`config.mk`:
```
export PLATFORM = sky130hd
export DESIGN_NAME = spi_dac_rx
export DESIGN_NICKNAME = d
export VERILOG_FILES = /design/src/rtl/spi_dac_pkg.sv /design/src/rtl/spi_bit_sync.sv /design/src/rtl/spi_dac_rx.sv
export SDC_FILE = /design/constraint.sdc
export NUM_CORES = 1
export LEC_CHECK = 0
export CAP_MARGIN = 20
export CORE_ASPECT_RATIO = 1.2
export CORE_UTILIZATION = 54
export CTS_BUF_LIST = sky130_fd_sc_hd__clkbuf_4
export CTS_CLUSTER_SIZE = 40
export DETAILED_ROUTE_END_ITERATION = 10
export PLACE_DENSITY = 0.87
export SLEW_MARGIN = 20
export SYNTH_ARGS = -nofsm -noshare
export SYNTH_HDL_FRONTEND = slang
export SYNTH_HIERARCHICAL = 1
export SYNTH_SLANG_ARGS = --single-unit
```
`constraint.sdc`:
```
create_clock -name clk -period 2.1 [get_ports clk]
set_input_delay 0.315 -clock clk [delete_from_list [all_inputs] [get_ports clk]]
set_output_delay 0.315 -clock clk [all_outputs]
set_load 0.02 [all_outputs]
```
`src/rtl/spi_dac_pkg.sv`:
```
// Shared types and helpers for the SPI-fed multi-channel DAC receiver.
package spi_dac_pkg;

    typedef enum logic [1:0] {
        IDLE    = 2'd0,
        SHIFT   = 2'd1,
        WAIT_CS = 2'd2
    } spi_state_e;

    // SPI modes encoded as {CPOL, CPHA}
    localparam logic [1:0] SPI_MODE0 = 2'b00;
    localparam logic [1:0] SPI_MODE1 = 2'b01;
    localparam logic [1:0] SPI_MODE2 = 2'b10;
    localparam logic [1:0] SPI_MODE3 = 2'b11;

    function automatic int frame_w(input int ch_w, input int d_w);
        return ch_w + d_w;
    endfunction

endpackage

```
`src/rtl/spi_bit_sync.sv`:
```
// Single-bit multi-flop synchroniser with a configurable reset level.
module spi_bit_sync #(
    parameter int   STAGES  = 2,
    parameter logic RST_VAL = 1'b0
) (
    input  logic clk,
    input  logic rst,
    input  logic d,
    output logic q
);

    logic [STAGES-1:0] sync_reg;

    always_ff @(posedge clk or posedge rst) begin
        if (rst) begin
            sync_reg <= {STAGES{RST_VAL}};
        end else begin
            sync_reg <= {sync_reg[STAGES-2:0], d};
        end
    end

    assign q = sync_reg[STAGES-1];

endmodule

```
`src/rtl/spi_dac_rx.sv`:
```
// Oversampling SPI slave that writes {channel, code} frames into shadow
// registers and transfers them to the active DAC codes.
module spi_dac_rx
    import spi_dac_pkg::*;
#(
    parameter int D_W         = 8,
    parameter int N_CH        = 4,
    parameter int CH_W        = 2,
    parameter int CPOL        = 0,
    parameter int CPHA        = 0,
    parameter int MSB_FIRST   = 1,
    parameter int AUTO_LOAD   = 1,
    parameter int SYNC_STAGES = 2
) (
    input  logic                  clk,
    input  logic                  rst,
    input  logic                  sclk,
    input  logic                  cs_n,
    input  logic                  mosi,
    input  logic                  ldac,
    output logic [N_CH*D_W-1:0]   dac_data,
    output logic                  frame_valid,
    output logic [CH_W-1:0]       frame_ch,
    output logic                  frame_err,
    output logic                  busy
);

    localparam int FRAME_W = frame_w(CH_W, D_W);
    localparam int CNT_W   = $clog2(FRAME_W + 2);
    localparam int WARM_W  = $clog2(SYNC_STAGES + 2);
    localparam logic [CNT_W-1:0]  CNT_FULL  = CNT_W'(FRAME_W);
    localparam logic [CNT_W-1:0]  CNT_OVER  = CNT_W'(FRAME_W + 1);
    localparam logic [WARM_W-1:0] WARM_DONE = WARM_W'(SYNC_STAGES + 1);
    localparam logic [1:0] MODE        = {1'(CPOL), 1'(CPHA)};
    localparam logic       SAMPLE_RISE = (MODE == SPI_MODE0) || (MODE == SPI_MODE3);

    logic sclk_sync, cs_sync, mosi_sync;
    logic sclk_prev_reg, cs_prev_reg;

    spi_bit_sync #(.STAGES(SYNC_STAGES), .RST_VAL(CPOL != 0)) u_sync_sclk (
        .clk(clk), .rst(rst), .d(sclk), .q(sclk_sync));
    spi_bit_sync #(.STAGES(SYNC_STAGES), .RST_VAL(1'b1)) u_sync_cs (
        .clk(clk), .rst(rst), .d(cs_n), .q(cs_sync));
    spi_bit_sync #(.STAGES(SYNC_STAGES), .RST_VAL(1'b0)) u_sync_mosi (
        .clk(clk), .rst(rst), .d(mosi), .q(mosi_sync));

    always_ff @(posedge clk or posedge rst) begin
        if (rst) begin
            sclk_prev_reg <= (CPOL != 0);
            cs_prev_reg   <= 1'b1;
        end else begin
            sclk_prev_reg <= sclk_sync;
            cs_prev_reg   <= cs_sync;
        end
    end

    spi_state_e        state_reg;
    logic [CNT_W-1:0]  bit_cnt_reg;
    logic [FRAME_W-1:0] shift_reg;
    logic [WARM_W-1:0] warm_reg;
    logic              busy_reg, commit_pend_reg, err_pend_reg;
    logic              frame_valid_reg, frame_err_reg;
    logic [CH_W-1:0]   frame_ch_reg;

    logic              warm, sample_edge, cs_fall, cs_rise, ch_ok;
    logic [CH_W-1:0]   addr;
    logic [D_W-1:0]    data;
    logic [2**CH_W-1:0] ch_ok_vec;

    // The reset values of the chains only flush out after a few cycles; a cs_n
    // fall seen before then is an artefact of reset, not a real frame start.
    assign warm        = (warm_reg == WARM_DONE);
    assign sample_edge = SAMPLE_RISE ? (sclk_sync & ~sclk_prev_reg)
                                     : (~sclk_sync & sclk_prev_reg);
    assign cs_fall     = ~cs_sync & cs_prev_reg & warm;
    assign cs_rise     = cs_sync & ~cs_prev_reg;
    assign addr        = shift_reg[FRAME_W-1 -: CH_W];
    assign data        = shift_reg[D_W-1:0];
    assign ch_ok       = ch_ok_vec[addr];

    for (genvar gi = 0; gi < 2**CH_W; gi++) begin : g_ch_ok
        assign ch_ok_vec[gi] = (gi < N_CH) ? 1'b1 : 1'b0;
    end

    always_ff @(posedge clk or posedge rst) begin
        if (rst) begin
            state_reg       <= IDLE;
            bit_cnt_reg     <= '0;
            shift_reg       <= '0;
            warm_reg        <= '0;
            busy_reg        <= 1'b0;
            commit_pend_reg <= 1'b0;
            err_pend_reg    <= 1'b0;
        end else begin
            commit_pend_reg <= 1'b0;
            err_pend_reg    <= 1'b0;
            if (!warm) warm_reg <= warm_reg + WARM_W'(1);
            case (state_reg)
                IDLE: begin
                    if (cs_fall) begin
                        state_reg   <= SHIFT;
                        bit_cnt_reg <= '0;
                        busy_reg    <= 1'b1;
                    end else if (warm && !cs_sync) begin
                        state_reg <= WAIT_CS;
                    end
                end
                SHIFT: begin
                    if (cs_rise) begin
                        state_reg <= IDLE;
                        busy_reg  <= 1'b0;
                        if (bit_cnt_reg == CNT_FULL && ch_ok) commit_pend_reg <= 1'b1;
                        else                                   err_pend_reg    <= 1'b1;
                    end else if (sample_edge && !cs_sync) begin
                        // Both bit orders leave the frame as {addr, data}
                        if (MSB_FIRST != 0) shift_reg <= {shift_reg[FRAME_W-2:0], mosi_sync};
                        else                shift_reg <= {mosi_sync, shift_reg[FRAME_W-1:1]};
                        if (bit_cnt_reg != CNT_OVER) bit_cnt_reg <= bit_cnt_reg + CNT_W'(1);
                    end
                end
                WAIT_CS: begin
                    if (cs_sync) state_reg <= IDLE;
                end
                default: state_reg <= IDLE;
            endcase
        end
    end

    always_ff @(posedge clk or posedge rst) begin
        if (rst) begin
            frame_valid_reg <= 1'b0;
            frame_err_reg   <= 1'b0;
            frame_ch_reg    <= '0;
        end else begin
            frame_valid_reg <= commit_pend_reg;
            frame_err_reg   <= err_pend_reg;
            if (commit_pend_reg) frame_ch_reg <= addr;
        end
    end

    for (genvar gi = 0; gi < N_CH; gi++) begin : g_ch
        logic [D_W-1:0] shadow_reg, active_reg;
        logic           wr;

        assign wr = commit_pend_reg && (addr == CH_W'(gi));

        always_ff @(posedge clk or posedge rst) begin
            if (rst) begin
                shadow_reg <= '0;
                active_reg <= '0;
            end else begin
                if (wr) shadow_reg <= data;
                if (AUTO_LOAD != 0) begin
                    if (wr) active_reg <= data;
                end else if (ldac) begin
                    // A commit landing with ldac is forwarded straight through
                    active_reg <= wr ? data : shadow_reg;
                end
            end
        end

        assign dac_data[gi*D_W +: D_W] = active_reg;
    end

    assign frame_valid = frame_valid_reg;
    assign frame_err   = frame_err_reg;
    assign frame_ch    = frame_ch_reg;
    assign busy        = busy_reg;

endmodule
```
==> impl_metrics.json <==
{
  "status": "finished clean",
  "power_density_mw_per_mm2": 823,
  "gr-usage-all-layers": 0.224,
  "place_ws_ns": 0.479,
  "port_buffers": 41,
  "routabilityCongestion": 0.794,
  "htreeDepth": 3,
  "initial_core_util": 0.570,
  "tightest_slew_ns": 0.523,
  "multi_input_area_um2": 783,
  "setup_viol": 0,
  "grt_pass1_vias": 1622,
  "core-area_mm2": 0.00433,
  "synth_enable_flop_cells": 0,
  "die_width_um": 63.7,
  "drt_pass1_iterations": 4,
  "post-cts-setup-buffers": 0,
  "yosysMostFrequentCell": "dfrtp_1",
  "synth_common_cells": "dfrtp_1, mux2_2, inv_1",
  "grt_overflow": 0,
  "yosysTopAreaCellShare": 0.629,
  "max_stage_delay_ns": 0.61,
  "die_h_um": 76.0,
  "root_buffer": "clkbuf_4",
  "hold_class": "in -> async",
  "async_flop_share": 1.00,
  "ys_seq_elements": 65,
  "drc_errors": 0,
  "cts_sinks": 65,
  "avgViaCountPerCell": 5.37,
  "yosys.area.top_type": "dfrtp_1",
  "drt-total-wl_um": 4580,
  "grt_max_degree": 38,
  "synth_area_leaders": "dfrtp_1, mux2_2, dfstp_2, ha_1, inv_1",
  "finalClockSkew_ns": 0.00920,
  "path_class": "reg -> out",
  "drive_gt1_frac": 0.335,
  "critPathRequiredTime_ns": 1.78,
  "seqCellArea_mm2": 0.00163,
  "drv_slew": 0,
  "vias": 1455,
  "antenna_found_initial": 0,
  "path_delay_family": "buffers and inverters",
  "die-area_mm2": 0.00484,
  "postCtsHoldBufs": 0,
  "area_growth_pct": 27.7,
  "crit_fanout": 2,
  "crit_path_start_kind": "register",
  "ys_warn_count": 6,
  "setup_slack_ns": 0.395,
  "io_pins": 43,
  "synth_cell_type_count": 29,
  "endpoint_kind": "output port",
  "place_area_mm2": 0.00297,
  "tns_ns": 0,
  "rsz0062_at_grt": "false",
  "tritoncts": "yes",
  "antennaDiodeCount": 0,
  "syn_inst": 158,
  "grt_pass1_wl_um": 7990,
  "fill_cells": 272,
  "slowest_stage": "clkdlybuf4s50_1",
  "nets": 219,
  "max_slew_margin": 0.650,
  "drt.antenna.violating_nets": 0,
  "ys.flop_type": "dfrtp_1",
  "synth_seq_area_share": 0.661,
  "p_leak_nw": 1.50,
  "fmax_mhz": 586,
  "worstSkewPairLatency_ns": 0.40,
  "numCtsBuffers": 9,
  "arrival_ns": 1.39,
  "final_cells": 271,
  "critPathBufInv": 1,
  "ctsResizeCount": 0,
  "largest_reg_flops": 32,
  "drtIter0Drc": 58,
  "design_area_mm2": 0.00315,
  "clk_pin_slew_worst_paths_ns": 0.11,
  "cts_buffer_depth": 2,
  "peakVddDrop_mv": 0.571,
  "dp_cells": 255,
  "routedWlPerCell_um": 16.9,
  "post-dp-hpwl_um": 3340,
  "syn_nets": 167,
  "period_share": 0.812,
  "drv_cap": 0,
  "hold_viol": 0,
  "crit_path_cell_trace": "clkdlybuf4s50_1",
  "rows": 26,
  "period_needed_ns": 1.71,
  "avgSynthCellArea_um2": 15.6,
  "synth_area_mm2": 0.00247
}
layer usage:
layer / part of all wire / up-vias / GRT usage
li1: - / 665 / -
met1: 0.40 / 739 / 0.258
met2: 0.55 / 41 / 0.374
met3: 0.033 / 10 / 0.0644
met4: 0.018 / 0 / 0.114
met5: 0 / - / 0
path summary, 6_finish.rpt:
check,slack [ns],start,to,depth (start not counted)
worst max register to register,0.44,warm_reg[0],bit_cnt_reg[1],5
max in group asynchronous,1.21,rst,g_ch[1].active_reg[1],3
worst max-delay path,0.39,g_ch[0].active_reg[7],dac_data[7],1
worst min register to register,0.36,err_pend_reg,frame_err,0
min in group clk,0.31,cs_n,u_sync_cs/sync_reg[0],1
worst min-delay path,0.16,rst,u_sync_mosi/sync_reg[1],2
area by class of cell:
| cell class | instances | share of cell area |
|---|---|---|
| Clock buffer | 9 | 0.0214 |
| Sequential cell | 65 | 0.517 |
| Timing Repair Buffer | 45 | 0.144 |
| Clock inverter | 7 | 0.0373 |
| Tap cell | 56 | 0.0222 |
| Multi-Input combinational cell | 81 | 0.249 |
| Inverter | 8 | 0.00953 |
power breakdown:
group	switching (mW)	internal (mW)	leakage (nW)	total [mW]
logic	0.0828	0.0834	0.548	0.166
clock network	0.447	0.602	0.0902	1.05
registers	0.0694	1.31	0.866	1.38
total	0.599	1.99	1.50	2.59
logic make-up (layout without fill, tap and decap cells):
kind of cell    after synthesis  after routing  synth area share
simple gates                 20             20            0.0578
mux                          47             47             0.214
buf+inv                      12             69            0.0218
xor+xnor                      1              1           0.00355
flops                        65             65             0.661
compound gates               10             10            0.0269
fa+ha+maj                     3              3            0.0152
stage by stage:
stage | hold WS [ns] | util | total power, mW
after floorplan | 0.0562 | - | 1.49
after global placement | 0.335 | 0.686 | 1.55
after detailed placement | 0.345 | 0.686 | 1.57
after CTS | 0.141 | 0.728 | 2.62
after global routing | 0.142 | 0.728 | 2.71
final | 0.160 | 0.728 | 2.59
cell usage in the layout (no fill, tap or decap), drive strengths merged:
master          n
a21o            2
a21oi           2
a31oi           1
buf             4
bufinv          3
clkbuf          9
clkdlybuf4s50  41
clkinv          1
clkinvlp        2
dfrtp          62
dfstp           3
ha              3
inv             9
mux2           46
mux2i           1
nand2           3
nand2b          1
nand3           5
nand3b          2
nor2            1
nor2b           2
nor3            2
nor3b           1
nor4            1
nor4b           2
o211ai          1
o21ai           1
o21bai          1
o22a            1
o22ai           1
xnor2           1
No activity file was read; power rests on OpenSTA's default activity.
==> RTL change 1 (config.mk and constraints unchanged) <==
The 3 states of `spi_state_e` get a one-hot encoding in 3 bits.
--- a/src/rtl/spi_dac_pkg.sv
+++ b/src/rtl/spi_dac_pkg.sv
@@ -3,6 +3,6 @@
 
-    typedef enum logic [1:0] {
-        IDLE    = 2'd0,
-        SHIFT   = 2'd1,
-        WAIT_CS = 2'd2
+    typedef enum logic [2:0] {
+        IDLE    = 3'b001,
+        SHIFT   = 3'b010,
+        WAIT_CS = 3'b100
     } spi_state_e;
Function: no difference found for any inputs over 10 cycles, from zero or initial values and one cycle with rst high; not proved beyond that.
==> RTL change 1 against the unedited design <==
Utilization decreased by 2.4 points. Sequential share of layout area decreased by 0.53 points. Total power decreased by 3.2%. Critical endpoint is now dac_data[2]. Worst setup slack got worse by 6.4 ps. Design area increased by 2.7%. Area after synthesis increased by 5.3%. Sequential cell count increased by 1. Wire length decreased by 7.9%. Largest cell class unchanged. Clock power decreased by 13%. Synthesized cell count increased by 9.5%.
==> RTL change 1: results (changes against the unedited design) <==
[synth]
syn_nets = 182  ; was 167
seq_area_frac_synth = 0.637  ; was 0.661
ys_types = 36  ; was 29
synth_area_leaders = dfrtp_1 (60%), mux2_2 (19%), dfstp_2 (4.0%), nor3b_4 (2.2%), ha_1 (1.4%)  ; was dfrtp_1 (63%), mux2_2 (21%), dfstp_2 (3.2%), ha_1 (1.5%), inv_1 (1.2%)
ys_top_cells_by_count = dfrtp_1 (62), mux2_2 (44), inv_1 (10)  ; was dfrtp_1 (62), mux2_2 (46), inv_1 (8)
synthArstFlopShare = 1.00  ; unchanged
yosys_warnings = 6  ; unchanged

[power]
ir_worst_vdd_uv = 819  ; was 571 uV
power.switching_mw = 0.592  ; was 0.599 mW
total_leakage_power_nw = 1.54  ; was 1.50 nW

[worst_setup_path]
worst_path_max_delay_cell = clkdlybuf4s50_1  ; unchanged
critPathLaunch = g_ch[0].active_reg[2]$_DFFE_PP0P_  ; was g_ch[0].active_reg[7]$_DFFE_PP0P_
timing.critical_path.to = dac_data[2]  ; was dac_data[7]
worstReg2RegEnd = shift_reg[0]$_DFFE_PP0P_  ; was bit_cnt_reg[1]$_DFFE_PP0P_
crit_fanout = 2  ; unchanged
reg2reg_slack_ps = 490  ; was 440 ps
worstPathArrival_ps = 1400
reg2reg_depth = 3  ; was 5
cp_top_family = buffers and inverters  ; unchanged
reg2reg_from = state_reg[2]$_DFFE_PP0P_  ; was warm_reg[0]$_DFFE_PP0P_
max_stage_delay_ps = 630  ; was 610 ps

[drt]
drt_iter0_drc = 75  ; was 58
first_pass_iters = 4  ; unchanged
vias_per_cell = 5.39  ; was 5.37
wl_per_cell_um = 14.8  ; was 16.9 um

[clock_tree]
cts_root_buf = clkbuf_4  ; unchanged
clk_latency_ps = 390
cts_buffers = 9  ; unchanged
cts_buffer_depth = 2  ; unchanged
cts_max_level = 3  ; unchanged
post-cts-setup-buffers = 0  ; unchanged
cts.clk_slew.worst_paths_ps = 100
postCtsResizedCells = 0  ; unchanged

[global_routing]
grt_usage = 0.194  ; was 0.224
antenna_found_initial = 0  ; unchanged
grt_start_max_net_pins = 61  ; was 38
grt_pass1_wl_um = 7110  ; was 7990 um
grt_pass1_vias = 1476  ; was 1,622

[finish]
largest_register_ffs = 32  ; unchanged
n_antenna_cell = 0  ; unchanged
nets = 231  ; was 219
drive_above_1_share = 0.317  ; was 0.335

[outcome]
status = finished, final reports clean  ; unchanged

[placed_design]
dp_hpwl_um = 2930  ; was 3340 um
dpl_cell_area_um2 = 3080  ; was 2970 um^2
portBuffers = 41  ; unchanged
gp_congestion = 0.761  ; was 0.794

[timing]
fin_skew_ps = 8.12  ; was 9.20 ps
relSlewSlack = 0.622  ; was 0.650

[min_path]
hold_class = in2async  ; unchanged

RTL change 1: cell count changes after synthesis, moves of 2 or more:
cell	before	now
and2_1	0	2
nand4b_1	0	2
nor3b_4	0	3
nor3_1	2	0
nand3_1	5	3
nand2_1	3	5
o21ai_0	1	3
inv_1	8	10
clkbuf_1	2	0
a21o_1	2	0
mux2_2	46	44
RTL change 1: layout make-up:
class	instances	area [um^2]
fillers	333	1360
repair buffers	42	430
clock buffers	10	75.1
well taps	58	72.6
clock inverters	6	81.3
flip-flops and latches	66	1660
multi-input cells	93	882
inverters	10	37.5
RTL change 1: power by group through the flow:
stage / logic (mW) / registers, mW / clock network (mW)
final: 0.210 / 1.39 / 0.911
after global routing: 0.238 / 1.40 / 0.997
after CTS: 0.214 / 1.39 / 0.948
after detailed placement: 0.213 / 1.41 / 0
after global placement: 0.203 / 1.41 / 0
after floorplan: 0.142 / 1.41 / 0
RTL change 1: layer usage:
| metal | up-vias | wire length [um] | global-route usage |
|---|---|---|---|
| met2 | 36 | 2050 | 0.297 |
| li1 | 718 | - | - |
| met4 | 0 | 85 | 0.0848 |
| met1 | 772 | 1910 | 0.246 |
| met5 | - | 0 | 0 |
| met3 | 11 | 177 | 0.0676 |
RTL change 1: per-stage QoR:
stage                      util  hold WS (ps)  instances  total power [mW]  setup slack [ps]
after floorplan               -          56.2        173              1.55               304
after global placement    0.670           332        269              1.61               555
after detailed placement  0.670           336        269              1.63               503
after CTS                 0.704           151        285              2.55               354
after global routing      0.704           193        285              2.63               320
final                     0.704           174        285              2.51               388
RTL change 1: cells by family after synthesis:
logic type	after synthesis	synth area share
simple gates	28	0.0838
compound gates	15	0.0390
xor+xnor	1	0.00337
flops	66	0.637
buf+inv	14	0.0231
mux	46	0.199
fa+ha+maj	3	0.0144
==> RTL change 2 (config.mk and constraints unchanged) <==
Made on the original files. Set the parameter `AUTO_LOAD` to 0 (it was 1).
--- a/src/rtl/spi_dac_rx.sv
+++ b/src/rtl/spi_dac_rx.sv
@@ -11,3 +11,3 @@
     parameter int MSB_FIRST   = 1,
-    parameter int AUTO_LOAD   = 1,
+    parameter int AUTO_LOAD   = 0,
     parameter int SYNC_STAGES = 2
Function: same outputs for any inputs over 10 cycles, from zero or initial values and one cycle with rst high; that may be too few to reach the edited logic, so the function may still have changed.
==> RTL change 2 against the unedited design <==
Design area increased by 40%. First-iteration DRC count grew to 2.5 times the old value. Total power is 25% higher. Wire length up 29%. Worst setup slack lost 69 ps. Utilization down 5.2 points. Via count increased by 35%. Count of clock-buffer cells in the layout did not move. Critical path depth up 2. Sequential cell count rose by 32. Area after synthesis up 50%. Sequential power grew 45%. Die area rose by 48%.
==> RTL change 2: results (changes against the unedited design) <==
[placed_design]
dpl_cell_area_um2 = 4260  ; was 2970 um^2
gp_congestion = 0.857  ; was 0.794
portBuffers = 42  ; was 41
dp_hpwl_um = 3910  ; was 3340 um

[finish]
clockNetworkAreaShare = 0.0340  ; was 0.0588
n_all_buffers = 48  ; was 45
multiInputGateArea_um2 = 1190  ; was 783 um^2
nMultiInputCombCells = 113  ; was 81
drive_above_1_share = 0.401  ; was 0.335
sh_seq_area = 0.551  ; was 0.517
buffer_area_frac = 0.114  ; was 0.144

[drt]
detailroute.via_count = 1957  ; was 1,455
wl_per_cell_um = 16.1  ; was 16.9 um
drt_iter0_drc = 145  ; was 58

[synth]
ys_top_cells_by_count = dfrtp_1 (94), mux2_2 (77), inv_1 (8)  ; was dfrtp_1 (62), mux2_2 (46), inv_1 (8)
seq_area_frac_synth = 0.658  ; was 0.661
synth-compound-area-share = 0.0190  ; was 0.0269
avgSynthCellArea_um2 = 16.3  ; was 15.6 um^2
synth_xor_area_frac = 0.00237  ; was 0.00355
ys_seq_elements = 97  ; was 65
ys_types = 33  ; was 29
synth_mux_area_frac = 0.242  ; was 0.214
syn_nets = 235  ; was 167
yosys.area_share.adder = 0.0102  ; was 0.0152
synth_area_leaders = dfrtp_1 (64%), mux2_2 (23%), dfstp_2 (2.1%), nand3b_4 (1.1%), ha_1 (1.0%)  ; was dfrtp_1 (63%), mux2_2 (21%), dfstp_2 (3.2%), ha_1 (1.5%), inv_1 (1.2%)

[power]
ir_worst_vdd_uv = 458  ; was 571 uV
switching_share = 0.255  ; was 0.231
comb-power_mw = 0.209  ; was 0.166 mW
power_frac_seq = 0.617  ; was 0.532

[worst_setup_path]
crit_fanout = 8  ; was 2
timing.critical_path.to = g_ch[0].active_reg[6]$_DFFE_PP0P_  ; was dac_data[7]
worst_path_max_delay_cell = dfrtp_1  ; was clkdlybuf4s50_1
max_stage_delay_ps = 520  ; was 610 ps
reg2reg_from = shift_reg[8]$_DFFE_PP0P_  ; was warm_reg[0]$_DFFE_PP0P_
reg2reg_slack_ps = 330  ; was 440 ps
reg2reg_depth = 3  ; was 5
worst-setup-path-type = reg2reg  ; was reg2out
worstPathArrival_ps = 2110  ; was 1390 ps

[timing]
relSlewSlack = 0.651  ; was 0.650
fin_skew_ps = 17.6  ; was 9.20 ps
whs_ps = 156  ; was 160 ps

[clock_tree]
clk_latency_ps = 440  ; was 400 ps
cts.clk_slew.worst_paths_ps = 150  ; was 110 ps
post-cts-setup-buffers = 0  ; unchanged

[global_routing]
grt_pass1_wl_um = 10300  ; was 7990 um
grt_start_max_net_pins = 51  ; was 38

[outcome]
status = finished, final reports clean  ; unchanged

[RTL change 2: changes by cell type after synthesis, moves of 2 or more]
cell	change
a21o_1	-2
a21o_2	+2
buf_1	+4
clkbuf_1	-2
dfrtp_1	+32
mux2_2	+31
nand3b_1	-2
nand3b_4	+2
[RTL change 2: kinds of logic (layout without fill, tap and decap cells)]
logic type	Yosys count	count (layout)
flops	97	97
buf+inv	16	72
simple gates	20	20
xor+xnor	1	1
mux	79	79
compound gates	10	10
fa+ha+maj	3	3
[RTL change 2: metrics by stage]
stage,setup slack (ps),cells,power (mW)
after CTS,306,367,3.27
final,326,367,3.24
after detailed placement,398,351,2.25
after floorplan,415,226,2.15
after global routing,267,367,3.38
after global placement,414,351,2.24
[RTL change 2: metal layers]
metal / track usage / up-vias / part of all wire
met5: 0 / - / 0
met4: 0.0975 / 0 / 0.019
met3: 0.0424 / 9 / 0.034
met2: 0.299 / 41 / 0.50
li1: - / 902 / -
met1: 0.256 / 1005 / 0.45
